<file path="config.mk">
export PLATFORM = sky130hd
export DESIGN_NAME = aucohl_pwm_gate_drv
export DESIGN_NICKNAME = d
export VERILOG_FILES = /design/src/rtl/aucohl_pwm_gate_drv.sv
export SDC_FILE = /design/constraint.sdc
export NUM_CORES = 1
export LEC_CHECK = 0
export CORE_MARGIN = 4
export CORE_UTILIZATION = 45
export CTS_CLUSTER_SIZE = 8
export DETAILED_ROUTE_END_ITERATION = 7
export PLACE_DENSITY = 0.73
export SYNTH_ARGS = -nofsm -noshare
export SYNTH_HDL_FRONTEND = slang
export SYNTH_SLANG_ARGS = --single-unit
export TNS_END_PERCENT = 5
</file>
<file path="constraint.sdc">
create_clock -name clk -period 5.45 [get_ports clk]
set_input_delay 1.09 -clock clk [delete_from_list [all_inputs] [get_ports clk]]
set_output_delay 1.09 -clock clk [all_outputs]
set_load 0.005 [all_outputs]
</file>
<file path="src/rtl/aucohl_pwm_gate_drv.sv">
// Complementary high-side/low-side gate driver with programmable dead time
// and a filtered, latched fault trip that forces both drives off.
module aucohl_pwm_gate_drv #(
    parameter int DT_W    = 8,
    parameter int FLT_LEN = 4
) (
    input  logic            clk,
    input  logic            rst,
    input  logic            en,
    input  logic            pwm_in,
    input  logic [DT_W-1:0] dt,
    input  logic            flt_in,
    input  logic            flt_pol,
    input  logic            flt_clr,
    output logic            hs_out,
    output logic            ls_out,
    output logic            flt_trip,
    output logic            flt_raw,
    output logic [2:0]      dbg_state_o
);

    localparam int FC_W = $clog2(FLT_LEN + 1);
    localparam logic [FC_W-1:0] FLT_MAX = FC_W'(FLT_LEN);

    typedef enum logic [2:0] {
        S_OFF   = 3'd0,
        S_DT_HI = 3'd1,
        S_HIGH  = 3'd2,
        S_DT_LO = 3'd3,
        S_LOW   = 3'd4
    } state_e;

    // ------------------------------------------------------------------
    // Fault path: normalise polarity, synchronise, filter, latch.
    // ------------------------------------------------------------------
    logic            flt_act;
    logic            sync1_q, sync2_q;
    logic [FC_W-1:0] fcnt_q, fcnt_d;
    logic            raw_q;
    logic            trip_q, trip_d;
    logic            trip_set;

    assign flt_act = flt_in ^ ~flt_pol;

    always_comb begin
        fcnt_d = '0;
        if (sync2_q) begin
            fcnt_d = (fcnt_q == FLT_MAX) ? fcnt_q : fcnt_q + FC_W'(1);
        end
    end

    assign trip_set = (fcnt_d == FLT_MAX);

    // Set dominates clear, and a clear is refused while the filtered fault is still up.
    always_comb begin
        trip_d = trip_q;
        if (trip_set) begin
            trip_d = 1'b1;
        end else if (flt_clr && !raw_q) begin
            trip_d = 1'b0;
        end
    end

    always_ff @(posedge clk) begin
        if (rst) begin
            sync1_q <= 1'b0;
            sync2_q <= 1'b0;
            fcnt_q  <= '0;
            raw_q   <= 1'b0;
            trip_q  <= 1'b0;
        end else begin
            sync1_q <= flt_act;
            sync2_q <= sync1_q;
            fcnt_q  <= fcnt_d;
            raw_q   <= trip_set;
            trip_q  <= trip_d;
        end
    end

    // ------------------------------------------------------------------
    // Drive FSM with registered outputs.
    // ------------------------------------------------------------------
    state_e          state_q;
    logic [DT_W-1:0] dcnt_q;
    logic            hs_q, ls_q;
    logic            force_off;

    assign force_off = !en || trip_q || trip_set;

    always_ff @(posedge clk) begin
        if (rst) begin
            state_q <= S_OFF;
            dcnt_q  <= '0;
            hs_q    <= 1'b0;
            ls_q    <= 1'b0;
        end else if (force_off) begin
            state_q <= S_OFF;
            dcnt_q  <= '0;
            hs_q    <= 1'b0;
            ls_q    <= 1'b0;
        end else begin
            case (state_q)
                S_OFF: begin
                    // Start-up holds a full dt after the leaving edge.
                    dcnt_q  <= dt;
                    hs_q    <= 1'b0;
                    ls_q    <= 1'b0;
                    state_q <= pwm_in ? S_DT_HI : S_DT_LO;
                end
                S_LOW: begin
                    if (pwm_in) begin
                        ls_q <= 1'b0;
                        if (dt == '0) begin
                            hs_q    <= 1'b1;
                            state_q <= S_HIGH;
                        end else begin
                            dcnt_q  <= dt - DT_W'(1);
                            state_q <= S_DT_HI;
                        end
                    end
                end
                S_HIGH: begin
                    if (!pwm_in) begin
                        hs_q <= 1'b0;
                        if (dt == '0) begin
                            ls_q    <= 1'b1;
                            state_q <= S_LOW;
                        end else begin
                            dcnt_q  <= dt - DT_W'(1);
                            state_q <= S_DT_LO;
                        end
                    end
                end
                S_DT_HI: begin
                    if (!pwm_in) begin
                        dcnt_q  <= '0;
                        ls_q    <= 1'b1;
                        state_q <= S_LOW;
                    end else if (dcnt_q == '0) begin
                        hs_q    <= 1'b1;
                        state_q <= S_HIGH;
                    end else begin
                        dcnt_q <= dcnt_q - DT_W'(1);
                    end
                end
                S_DT_LO: begin
                    if (pwm_in) begin
                        dcnt_q  <= '0;
                        hs_q    <= 1'b1;
                        state_q <= S_HIGH;
                    end else if (dcnt_q == '0) begin
                        ls_q    <= 1'b1;
                        state_q <= S_LOW;
                    end else begin
                        dcnt_q <= dcnt_q - DT_W'(1);
                    end
                end
                default: begin
                    state_q <= S_OFF;
                    dcnt_q  <= '0;
                    hs_q    <= 1'b0;
                    ls_q    <= 1'b0;
                end
            endcase
        end
    end

    assign hs_out      = hs_q;
    assign ls_out      = ls_q;
    assign flt_trip    = trip_q;
    assign flt_raw     = raw_q;
    assign dbg_state_o = state_q;

endmodule

</file>
# ---- After elaboration in Yosys (flattened, before gate mapping)
# Index checks and enable logic that the tools add are counted.
dict set report op_classes {
  n_eq_ne 18
  mux 33
  reduce_logical 14
  bitwise_logic 2
  addsub 3
}
# cell n
set ops {}
lappend ops {{$mux 8} 6}
lappend ops {{$pmux 8 s5} 1}
lappend ops {{$mux 3} 9}
lappend ops {{$ne 2x2->1 const B} 10}
lappend ops {{$logic_not 8->1} 2}
lappend ops {{$sub 8x1->8 const B} 2}
lappend ops {{$pmux 3 s5} 1}
lappend ops {{$mux 1} 12}
lappend ops {{$reduce_and 6->1} 2}
lappend ops {{$eq 3x3->1 const B} 3}
lappend ops {{$pmux 1 s4} 2}
lappend ops {{$eq 3x2->1 const B} 2}
lappend ops {{$ne 3x3->1 const B} 2}
lappend ops {{$mux 2} 2}
lappend ops {{$reduce_and 4->1} 1}
lappend ops {{$add 3x1->3 const B} 1}
lappend ops {{$eq 3x1->1 const B} 1}
lappend ops {{$logic_not 3->1} 1}
lappend ops {{$logic_not 1->1} 2}
lappend ops {{$logic_or 1x1->1} 2}
lappend ops {{$reduce_and 2->1} 1}
lappend ops {{$reduce_bool 2->1} 1}
lappend ops {{$reduce_or 2->1} 1}
lappend ops {{$logic_and 1x1->1} 1}
lappend ops {{other kinds (2)} 2}
dict set report totals {
  elab_cells 79
  regBits 20
  input_bits 15
  out_inout_bits 7
}

# ---- Longest topological paths before layout
# Gate-level depths: netlist of run 1.
dict set report logic_depth {
  ltp_word 6
  depth_mapped 8
  ltp_nobuf 7
}

# ---- Worst setup path after synthesis of run 1
# No wires, ideal clock.
dict set report synth_path {
  path_kind {input to register}
  start {input dt[0]}
  end {register dcnt_q[3]}
  arrival_ns 2.345
  path_buffers 0
  t_required_ns 5.380
  path_slack_ns 3.035
  cell_stages 7
  setup_ns 0.070
  cell_sequence {inv_1 ha_1 nor3b_2 a2111o_1 o311ai_1 nand2_1 o2bb2ai_1}
}
dict set report synth_between {
  elab_chain_len 4
  word_cells_on_any_way 6
  cone_classes {add/sub: 1; mux: 4; reduce/logical: 1}
}
# element line
set synth_lines {}
lappend synth_lines {{start: declaration} 11} ;# input logic [DT_W-1:0] dt,
lappend synth_lines {{$sub 8x1->8 or $logic_not 8->1 (tied branches)} n/a}
lappend synth_lines {{$mux 8 *} {113, 125}}
lappend synth_lines {{$mux 8 (on tied branches)} {123, 111}}
lappend synth_lines {{$pmux 8 s5 *} 102} ;# case (state_q)
lappend synth_lines {{end signal: assignment} 105} ;# dcnt_q <= dt;
lappend synth_lines {{end signal: assignment} 117} ;# dcnt_q <= dt - DT_W'(1);
lappend synth_lines {{end signal: assignment} 129} ;# dcnt_q <= dt - DT_W'(1);
lappend synth_lines {{end: declaration} 84} ;# logic [DT_W-1:0] dcnt_q;
# Mark *: on every way between the ends. The rest lies on a longest branch, timed or not. The select of a mux whose other input is x is not followed.
# A chain may end at the register's enable or synchronous reset.

# ---- Worst setup path after layout of run 1
dict set report layout_path {
  start {register state_q[1], in the netlist dbg_state_o[1]}
  end {output dbg_state_o[1]}
}
# element line
set layout_lines {}
lappend layout_lines {{start: declaration} 83} ;# state_e state_q;
lappend layout_lines {{start signal: assignment} 108} ;# state_q <= pwm_in ? S_DT_HI : S_DT_LO;
lappend layout_lines {{end: declaration} 19} ;# output logic [2:0] dbg_state_o
# No word-level cell between the ends.

==> run_results.csv, run 1 <==
group,metric,value,unit
outcome,outcome,"completed",
grt,grt_max_degree,30,
layout,nNetsFinal,242,
synthesis,synth_cell_types,58,
setup_path,critPathBufInv,1,
timing,fin_crit,3.02,ns
clock_tree,h-tree-depth,1,
setup_path,crit_arrival,1.93,ns
clock_tree,cts.path.max_buffers,2,
place,gp_congestion,0.835,
layout,fillCellCount,332,
layout,layout_commonest_cell,"clkdlybuf4s50_1",
timing,rsz0062_at_grt,"no",
grt,gr-usage-all-layers,18.3,%
synthesis,synth_edf_count,0,
layout,register_area,400,um^2
place,dp_hpwl,2940,um
route,antenna_left,0,
clock_tree,cts_resized,0,
timing,tightest_slew,0.930,ns
clock_tree,post-cts-setup-buffer-count,0,
power,power,390,uW
route,drtIter0Drc,104,
power,p_clk_share,32.6,%
synthesis,syn_avg_cell_area,7.75,um^2
synthesis,ys_seq_area_share,25.6,%
synthesis,ys_seq_elements,20,
route,vias,1610,
synthesis,netlist_instances,202,
setup_path,crit_family,"flip-flops",
flow_run,cap_violations,0,
place,dp_cells,263,
layout,n_antenna_cell,0,
layout,multiInputGateArea,0.00106,mm^2
setup_path,critPathKind,"reg2out",
floorplanning,rows,21,
power,switching_share,30.3,%
synthesis,syn_nets,222,
layout,instances_no_fill,267,
power,p_per_area,212,mW/mm^2
timing,fin_crit_sh,55.4,%
synthesis,synth-xor-area-share,3.35,%
floorplanning,die_x,67,um
setup_path,crit_chain,"clkdlybuf4s50_1",
clock_tree,cts_tree,"built",
floorplanning,core,0.00334,mm^2
setup_path,r2r_slack,3.18,ns
synthesis,yosys.area_share.adder,3.99,%
setup_path,cp-end-kind,"output port",
floorplanning,io_pins,22,
synthesis,synth_top_family_by_area,"compound AO/OA/AOI/OAI gates",
clock_tree,cts.reportedPaths.clkPinSlew,0.13,ns
timing,finClkSkew,0.00173,ns
clock_tree,cts_hold_buf,0,
grt,grt_pass1_vias,1417,
power,p_comb_share,25.2,%
route,wl_per_cell,14.9,um
timing,setup_viol,0,
timing,finalSetupTns,0,ns
synthesis,synth_warnings,0,
route,drc,0,
setup_path,crit_slowest_cell,"dfxtp_1",
floorplanning,initial_core_util,46.9,%
floorplanning,die-area,0.00449,mm^2
grt,grt_pass1_wl,6470,um
route,first_pass_iters,4,
power,leakagePower,0.676,nW
setup_path,crit_fanout,29,
power,sequentialPowerShare,42.1,%
layout,area_delta_synth_final,17.5,%
grt,antenna_found_initial,0,
synthesis,syn_area,0.00157,mm^2
setup_path,slowest_delay,0.96,ns
route,wl,3980,um
layout,drive_above_1_share,7.69,%
synthesis,synth_simple_gate_area_share,28.6,%
timing,slew_viol_final,0,
clock_tree,numCtsBuffers,3,
setup_path,cp_data_required_time,4.36,ns
route,via_per_inst,6.03,
place,portBuffers,21,
clock_tree,root_buffer,"clkbuf_4",
clock_tree,clock_latency,0.31,ns
setup_path,crit_path_start_kind,"flip-flop",
layout,final_cell_mix,"clkdlybuf4s50_1, dfxtp_1, o21ai_0, a21oi_1",
clock_tree,clock-sinks,20,
timing,fmax,331,MHz
power,intPower,272,uW
synthesis,async_flop_share,0,%
floorplanning,die_h,67,um
synthesis,synthMuxAreaShare,0.719,%
synthesis,ys.flop_type,"dfxtp_1",
grt,grt_overflow,0,
synthesis,synth_compound_area_share,31.2,%
power,ir_drop,0.000107,V
timing,relSlewSlack,37.9,%
timing,hold_violations,0,
power,p_sw,118,uW
min_path,min_path_type,"reg2reg",
metrics by stage:
stage          instance area (um^2)  setup slack [ns]  utilization (%)  hold slack [ns]
2_1_floorplan                  1570              3.04                -            0.414
3_3_place_gp                   1790              2.33             53.6            0.424
3_5_place_dp                   1790              2.25             53.6            0.437
4_1_cts                        1840              2.47             55.2            0.462
5_1_grt                        1840              2.33             55.2            0.467
6_report                       1840              2.43             55.2            0.459
power by group through the flow:
stage	combinational (mW)	sequential [mW]	clock (mW)
floorplan	0.0699	0.162	0
global placement	0.0960	0.167	0
detailed placement	0.0972	0.167	0
CTS	0.0979	0.164	0.127
global route	0.108	0.166	0.134
finish	0.0985	0.164	0.127
synthesized netlist by cell type (4+ instances only):
cell type | number | area share [%]
nor2_1 | 15 | 3.6
nor3_1 | 6 | 1.9
a21oi_1 | 17 | 5.4
dfxtp_1 | 20 | 26
nand2b_1 | 5 | 2.0
o21ai_0 | 17 | 5.4
ha_1 | 5 | 4.0
nand2_1 | 15 | 3.6
and3_1 | 7 | 2.8
o21ai_1 | 4 | 1.3
a31oi_1 | 8 | 3.2
xor2_1 | 4 | 2.2
inv_1 | 13 | 3.1
cell families after synthesis:
family                   after synthesis
AO/OA/AOI/OAI                         75
AND/OR/NAND/NOR                       75
buffers and inverters                 20
flip-flops                            20
XOR/XNOR                               6
adder cells (fa/ha/maj)                5
multiplexers                           1
final timing paths:
kind | to | depth (start not counted) | start
worst min register to register | sync2_q | 1 | sync1_q
worst max register to register | dcnt_q[4] | 7 | dcnt_q[1]
worst min-delay path | sync2_q | 1 | sync1_q
worst max-delay path | dbg_state_o[1] | 1 | dbg_state_o[1]
state kept, by name (all words and copies together), names as in the netlist:
register	flops
flt_trip	1
sync2_q	1
hs_out	1
fcnt_q	3
dcnt_q	8
flt_raw	1
sync1_q	1
ls_out	1
dbg_state_o	3
final cells by class:
class	instances	share of cell area, %
clock inverter	1	1.63
tap	46	3.13
timing repair buffer	22	11.8
inverter	13	2.65
multi-input combinational	162	57.8
sequential	20	21.8
clock buffer	3	1.22
metal layers:
| metal | share of wire (%) | track usage, % | vias to the layer above |
|---|---|---|---|
| li1 | - | - | 794 |
| met1 | 48 | 25.4 | 759 |
| met2 | 46 | 30.2 | 53 |
| met3 | 5.8 | 1.69 | 4 |
| met4 | 0.78 | 4.05 | 0 |
| met5 | 0 | 0 | - |
Note: power is estimated with default switching activity, not from simulation.
==> inputs of run 2 (changes only) <==
==> constraint.sdc (replaced) <==
create_clock -name clk -period 3.04 [get_ports clk]
set_input_delay 0.608 -clock clk [delete_from_list [all_inputs] [get_ports clk]]
set_output_delay 0.608 -clock clk [all_outputs]
set_load 0.005 [all_outputs]
==> run_results.csv, run 2 (synthesis results as in run 1) <==
group,metric,value,unit
timing,fin_crit,2.43,ns
grt,met2_usage,27.9,%
layout,instances_no_fill,271,
grt,grt_util_met3,2.36,%
min_path,min_path_type,"reg2reg",
grt,grt_overflow,0,
layout,final_cell_mix,"clkdlybuf4s50_1, dfxtp_1, o21ai_0, a21oi_1",
floorplanning,die-area,0.00449,mm^2
route,wl,3760,um
timing,setup_viol,0,
grt,grtUsageMet1,25.4,%
grt,busiest_layer,"met2",
power,p_per_area,341,mW/mm^2
timing,tightest_slew,0.608,ns
setup_path,slowest_delay,0.54,ns
setup_path,r2r-start,"fcnt_q[0]",
route,antenna_left,0,
setup_path,r2r_slack,0.94,ns
clock_tree,cts.reportedPaths.clkPinSlew,0.12,ns
clock_tree,clock_latency,0.30,ns
clock_tree,numCtsBuffers,3,
flow_run,cap_violations,0,
setup_path,critPathBufInv,2,
layout,nNetsFinal,246,
timing,relSlewSlack,59.4,%
power,switching_share,31.5,%
grt,antenna_found_initial,0,
route,first_pass_iters,5,
floorplanning,initial_core_util,46.9,%
grt,grt_pass1_wl,6390,um
setup_path,ff2ff_path_depth,7,
route,wl_per_cell,13.9,um
layout,n_antenna_cell,0,
layout,area_delta_synth_final,18.4,%
power,intPower,434,uW
timing,rsz0062_at_grt,"no",
clock_tree,post-cts-setup-buffer-count,0,
place,pre_cts_slack,0.305,ns
outcome,outcome,"completed",
grt,grt_pass1_vias,1415,
timing,fmax,412,MHz
power,sequentialPowerShare,45.8,%
route,vias,1588,
timing,fin_crit_sh,79.8,%
floorplanning,die_h,67,um
grt,gr-usage-all-layers,17.8,%
power,p_clk_share,24.7,%
timing,setup_slack,0.615,ns
layout,layout_commonest_cell,"clkdlybuf4s50_1",
power,leakagePower,0.689,nW
floorplanning,io_pins,22,
place,gp_congestion,0.889,
layout,drive_above_1_share,9.33,%
timing,hold_violations,0,
clock_tree,h-tree-depth,1,
timing,finalSetupTns,0,ns
setup_path,cp-startpoint,"dt[0]",
timing,slew_viol_final,0,
power,p_sw,199,uW
clock_tree,cts_hold_buf,0,
setup_path,crit_chain,"clkdlybuf4s50_1 > inv_1 > ha_1 > nor3b_2 > and2_1 > o311ai_1 > nand2_1 > o2bb2ai_1",
timing,finClkSkew,0.00725,ns
setup_path,crit_slowest_cell,"clkdlybuf4s50_1",
setup_path,reg2reg_to,"dcnt_q[0]",
setup_path,cp-end-kind,"flip-flop",
layout,regMostFlops,"dcnt_q",
setup_path,crit_arrival,2.66,ns
power,p_comb_share,29.6,%
setup_path,worst-path-stages,8,
setup_path,crit_family,"buffers and inverters",
setup_path,cp_data_required_time,3.28,ns
clock_tree,clock-sinks,20,
clock_tree,cts.path.max_buffers,2,
power,ir_drop,0.000286,V
floorplanning,die_x,67,um
setup_path,crit_path_start_kind,"input pin",
place,dp_cells,267,
route,drc,0,
min_path,worstHoldStart,"sync1_q",
floorplanning,core,0.00334,mm^2
clock_tree,cts_tree,"built",
clock_tree,cts_resized,0,
floorplanning,rows,21,
place,portBuffers,21,
setup_path,crit_fanout,6,
setup_path,crit_end,"dcnt_q[3]",
place,dp_hpwl,2870,um
route,via_per_inst,5.86,
layout,largest_reg_flops,8,
setup_path,critPathKind,"in2reg",
clock_tree,root_buffer,"clkbuf_4",
grt,grt_max_degree,30,
route,drtIter0Drc,130,
[run 2: cell count changes in the layout (fill, tap and decap cells not counted)]
cell	delta
buf_4	+4
clkbuf_8	+1
bufinv_16	-1
[run 2: worst min-delay path by stage]
stage	to	slack (ns)	cells past startpoint
after global placement	sync2_q	0.42	1
after CTS	sync2_q	0.46	1
after floorplan	sync2_q	0.41	1
final	sync2_q	0.45	1
after detailed placement	sync2_q	0.43	1
after global routing	sync2_q	0.47	1
[run 2: power by group through the flow]
stage | clock (mW) | sequential (mW) | combinational, mW
floorplan | 0 | 0.290 | 0.125
global placement | 0 | 0.295 | 0.185
detailed placement | 0 | 0.296 | 0.185
CTS | 0.162 | 0.289 | 0.186
global route | 0.176 | 0.292 | 0.207
finish | 0.156 | 0.290 | 0.187
[run 2: metrics by stage]
step	power, mW	utilization (%)	hold slack (ns)	cell area, um^2
finish	0.633	55.6	0.450	1850
global route	0.675	55.6	0.471	1850
CTS	0.638	55.6	0.457	1850
detailed placement	0.481	54.5	0.430	1820
global placement	0.481	54.5	0.425	1820
floorplan	0.415	-	0.414	1570
[run 2: cell type report]
class                           count  area, um^2
Multi-Input combinational cell    162        1060
Tap cell                           46        57.6
Timing Repair Buffer               26         248
Inverter                           13        48.8
Clock buffer                        4        36.3
Sequential cell                    20         400
Fill cell                         334        1480
[run 2: layer usage]
metal  routed length [um]  up-vias
met3                  214        4
met5                    0        -
met2                 1670       50
met1                 1840      726
li1                     -      808
met4                   25        0
==> inputs of run 3 (changes only) <==
==> constraint.sdc (replaced) <==
create_clock -name clk -period 2.4 [get_ports clk]
set_input_delay 0.48 -clock clk [delete_from_list [all_inputs] [get_ports clk]]
set_output_delay 0.48 -clock clk [all_outputs]
set_load 0.005 [all_outputs]
==> run_results.csv, run 3 (synthesis results as in run 1) <==
group,metric,value,unit
setup_path,crit_arrival,1.66,ns
setup_path,critPathKind,"reg2out",
timing,rsz0062_at_grt,"no",
timing,hold_violations,0,
layout,regMostFlops,"dcnt_q",
layout,layout_commonest_cell,"clkdlybuf4s50_1",
power,ir_drop,0.000209,V
place,dp_hpwl,2980,um
timing,finClkSkew,0.0116,ns
layout,drive_above_1_share,13.2,%
floorplanning,initial_core_util,46.9,%
grt,grt_pass1_wl,6530,um
clock_tree,clock-sinks,20,
power,power,828,uW
clock_tree,cts_hold_buf,0,
layout,final_cell_mix,"clkdlybuf4s50_1, dfxtp_1, o21ai_0, a21oi_1",
flow_run,cap_violations,0,
min_path,worstHoldStart,"sync1_q",
timing,relSlewSlack,59.9,%
power,leakagePower,0.739,nW
place,dp_cells,277,
layout,area_delta_synth_final,23.2,%
clock_tree,numCtsBuffers,3,
timing,tightest_slew,0.601,ns
route,wl_per_cell,14.1,um
outcome,outcome,"completed",
setup_path,crit_slowest_cell,"dfxtp_1",
timing,fin_crit_sh,89.2,%
setup_path,crit_fanout,16,
setup_path,crit_path_start_kind,"flip-flop",
route,first_pass_iters,4,
timing,fmax,467,MHz
min_path,hold_path_end,"sync2_q",
setup_path,r2r-start,"fcnt_q[0]",
floorplanning,die_x,67,um
layout,fillCellCount,330,
grt,gr-usage-all-layers,18.3,%
clock_tree,cts_tree,"built",
clock_tree,clock_latency,0.31,ns
layout,largest_reg_flops,8,
layout,n_antenna_cell,0,
layout,nNetsFinal,256,
route,via_per_inst,6.01,
floorplanning,core,0.00334,mm^2
setup_path,r2r_slack,0.29,ns
grt,grt_overflow,0,
route,drtIter0Drc,188,
clock_tree,root_buffer,"clkbuf_4",
setup_path,crit_chain,"clkdlybuf4s50_1",
clock_tree,h-tree-depth,1,
grt,antenna_found_initial,0,
timing,finalSetupTns,0,ns
place,placed_cell_area,0.00189,mm^2
floorplanning,rows,21,
min_path,min_path_type,"reg2reg",
route,vias,1690,
setup_path,cp_data_required_time,1.92,ns
setup_path,slowest_delay,0.73,ns
setup_path,cp-end-kind,"output port",
floorplanning,die_h,67,um
timing,slew_viol_final,0,
route,wl,3950,um
min_path,hold_depth,1,
grt,grt_max_degree,21,
clock_tree,cts.path.max_buffers,2,
setup_path,critPathBufInv,1,
grt,grt_pass1_vias,1428,
layout,instances_no_fill,281,
place,gp_congestion,0.841,
route,drc,0,
floorplanning,io_pins,22,
timing,fin_crit,2.14,ns
clock_tree,cts_resized,0,
place,portBuffers,21,
route,antenna_left,0,
floorplanning,die-area,0.00449,mm^2
power,p_per_area,429,mW/mm^2
clock_tree,cts.reportedPaths.clkPinSlew,0.13,ns
setup_path,crit_family,"flip-flops",
setup_path,reg2reg_to,"dcnt_q[0]",
setup_path,ff2ff_path_depth,7,
clock_tree,post-cts-setup-buffer-count,0,
timing,setup_viol,0,
layout,final_area,0.00193,mm^2
## run 3: cell count changes in the layout (fill, tap and decap cells not counted), sizes merged
cell | before | now
buf | 5 | 15
## run 3: cell type report
type,instances,area (um^2),share of cell area (%)
repair buffers,36,323,16.7
flip-flops and latches,20,400,20.8
clock buffers,4,36.3,1.88
inverters,13,48.8,2.53
multi-input cells,162,1060,55.1
well taps,46,57.6,2.98
## run 3: worst max-delay path by stage
stage | slack (ns) | depth (start not counted) | endpoint | start
floorplan | 0.49 | 7 | dcnt_q[0] | fcnt_q[0]
global route | 0.17 | 7 | dcnt_q[0] | fcnt_q[0]
CTS | 0.28 | 7 | dcnt_q[0] | fcnt_q[0]
finish | 0.26 | 1 | dbg_state_o[0] | dbg_state_o[0]
global placement | 0.07 | 8 | dcnt_q[5] | dt[0]
detailed placement | 0.02 | 8 | dcnt_q[5] | dt[0]
## run 3: worst register-to-register path: cells and delay by family (launching register included)
family	cells	cell delay, ns
AOI/OAI and AO/OA	3	0.71
and+or+nand+nor	2	0.58
DFF	1	0.44
adders and majority gates	1	0.23
buffers and inverters	1	0.07
## run 3: layer usage
layer / up-vias / share of wire [%] / track usage, %
met5: - / 0 / 0
met4: 0 / 1.4 / 4.56
met3: 13 / 9.0 / 2.19
met2: 92 / 43 / 29.1
met1: 759 / 46 / 25.9
li1: 826 / - / -
## run 3: through the flow
step	hold slack, ns	setup slack (ns)	utilization, %
3_5_place_dp	0.427	0.0235	56.7
5_1_grt	0.468	0.174	57.8
6_report	0.454	0.259	57.8
4_1_cts	0.459	0.283	57.8
2_1_floorplan	0.414	0.490	-
3_3_place_gp	0.428	0.0695	56.7
## run 3: power breakdown
part,internal [mW],switching (mW)
registers,0.346,0.0231
clock network,0.0927,0.114
logic,0.122,0.130
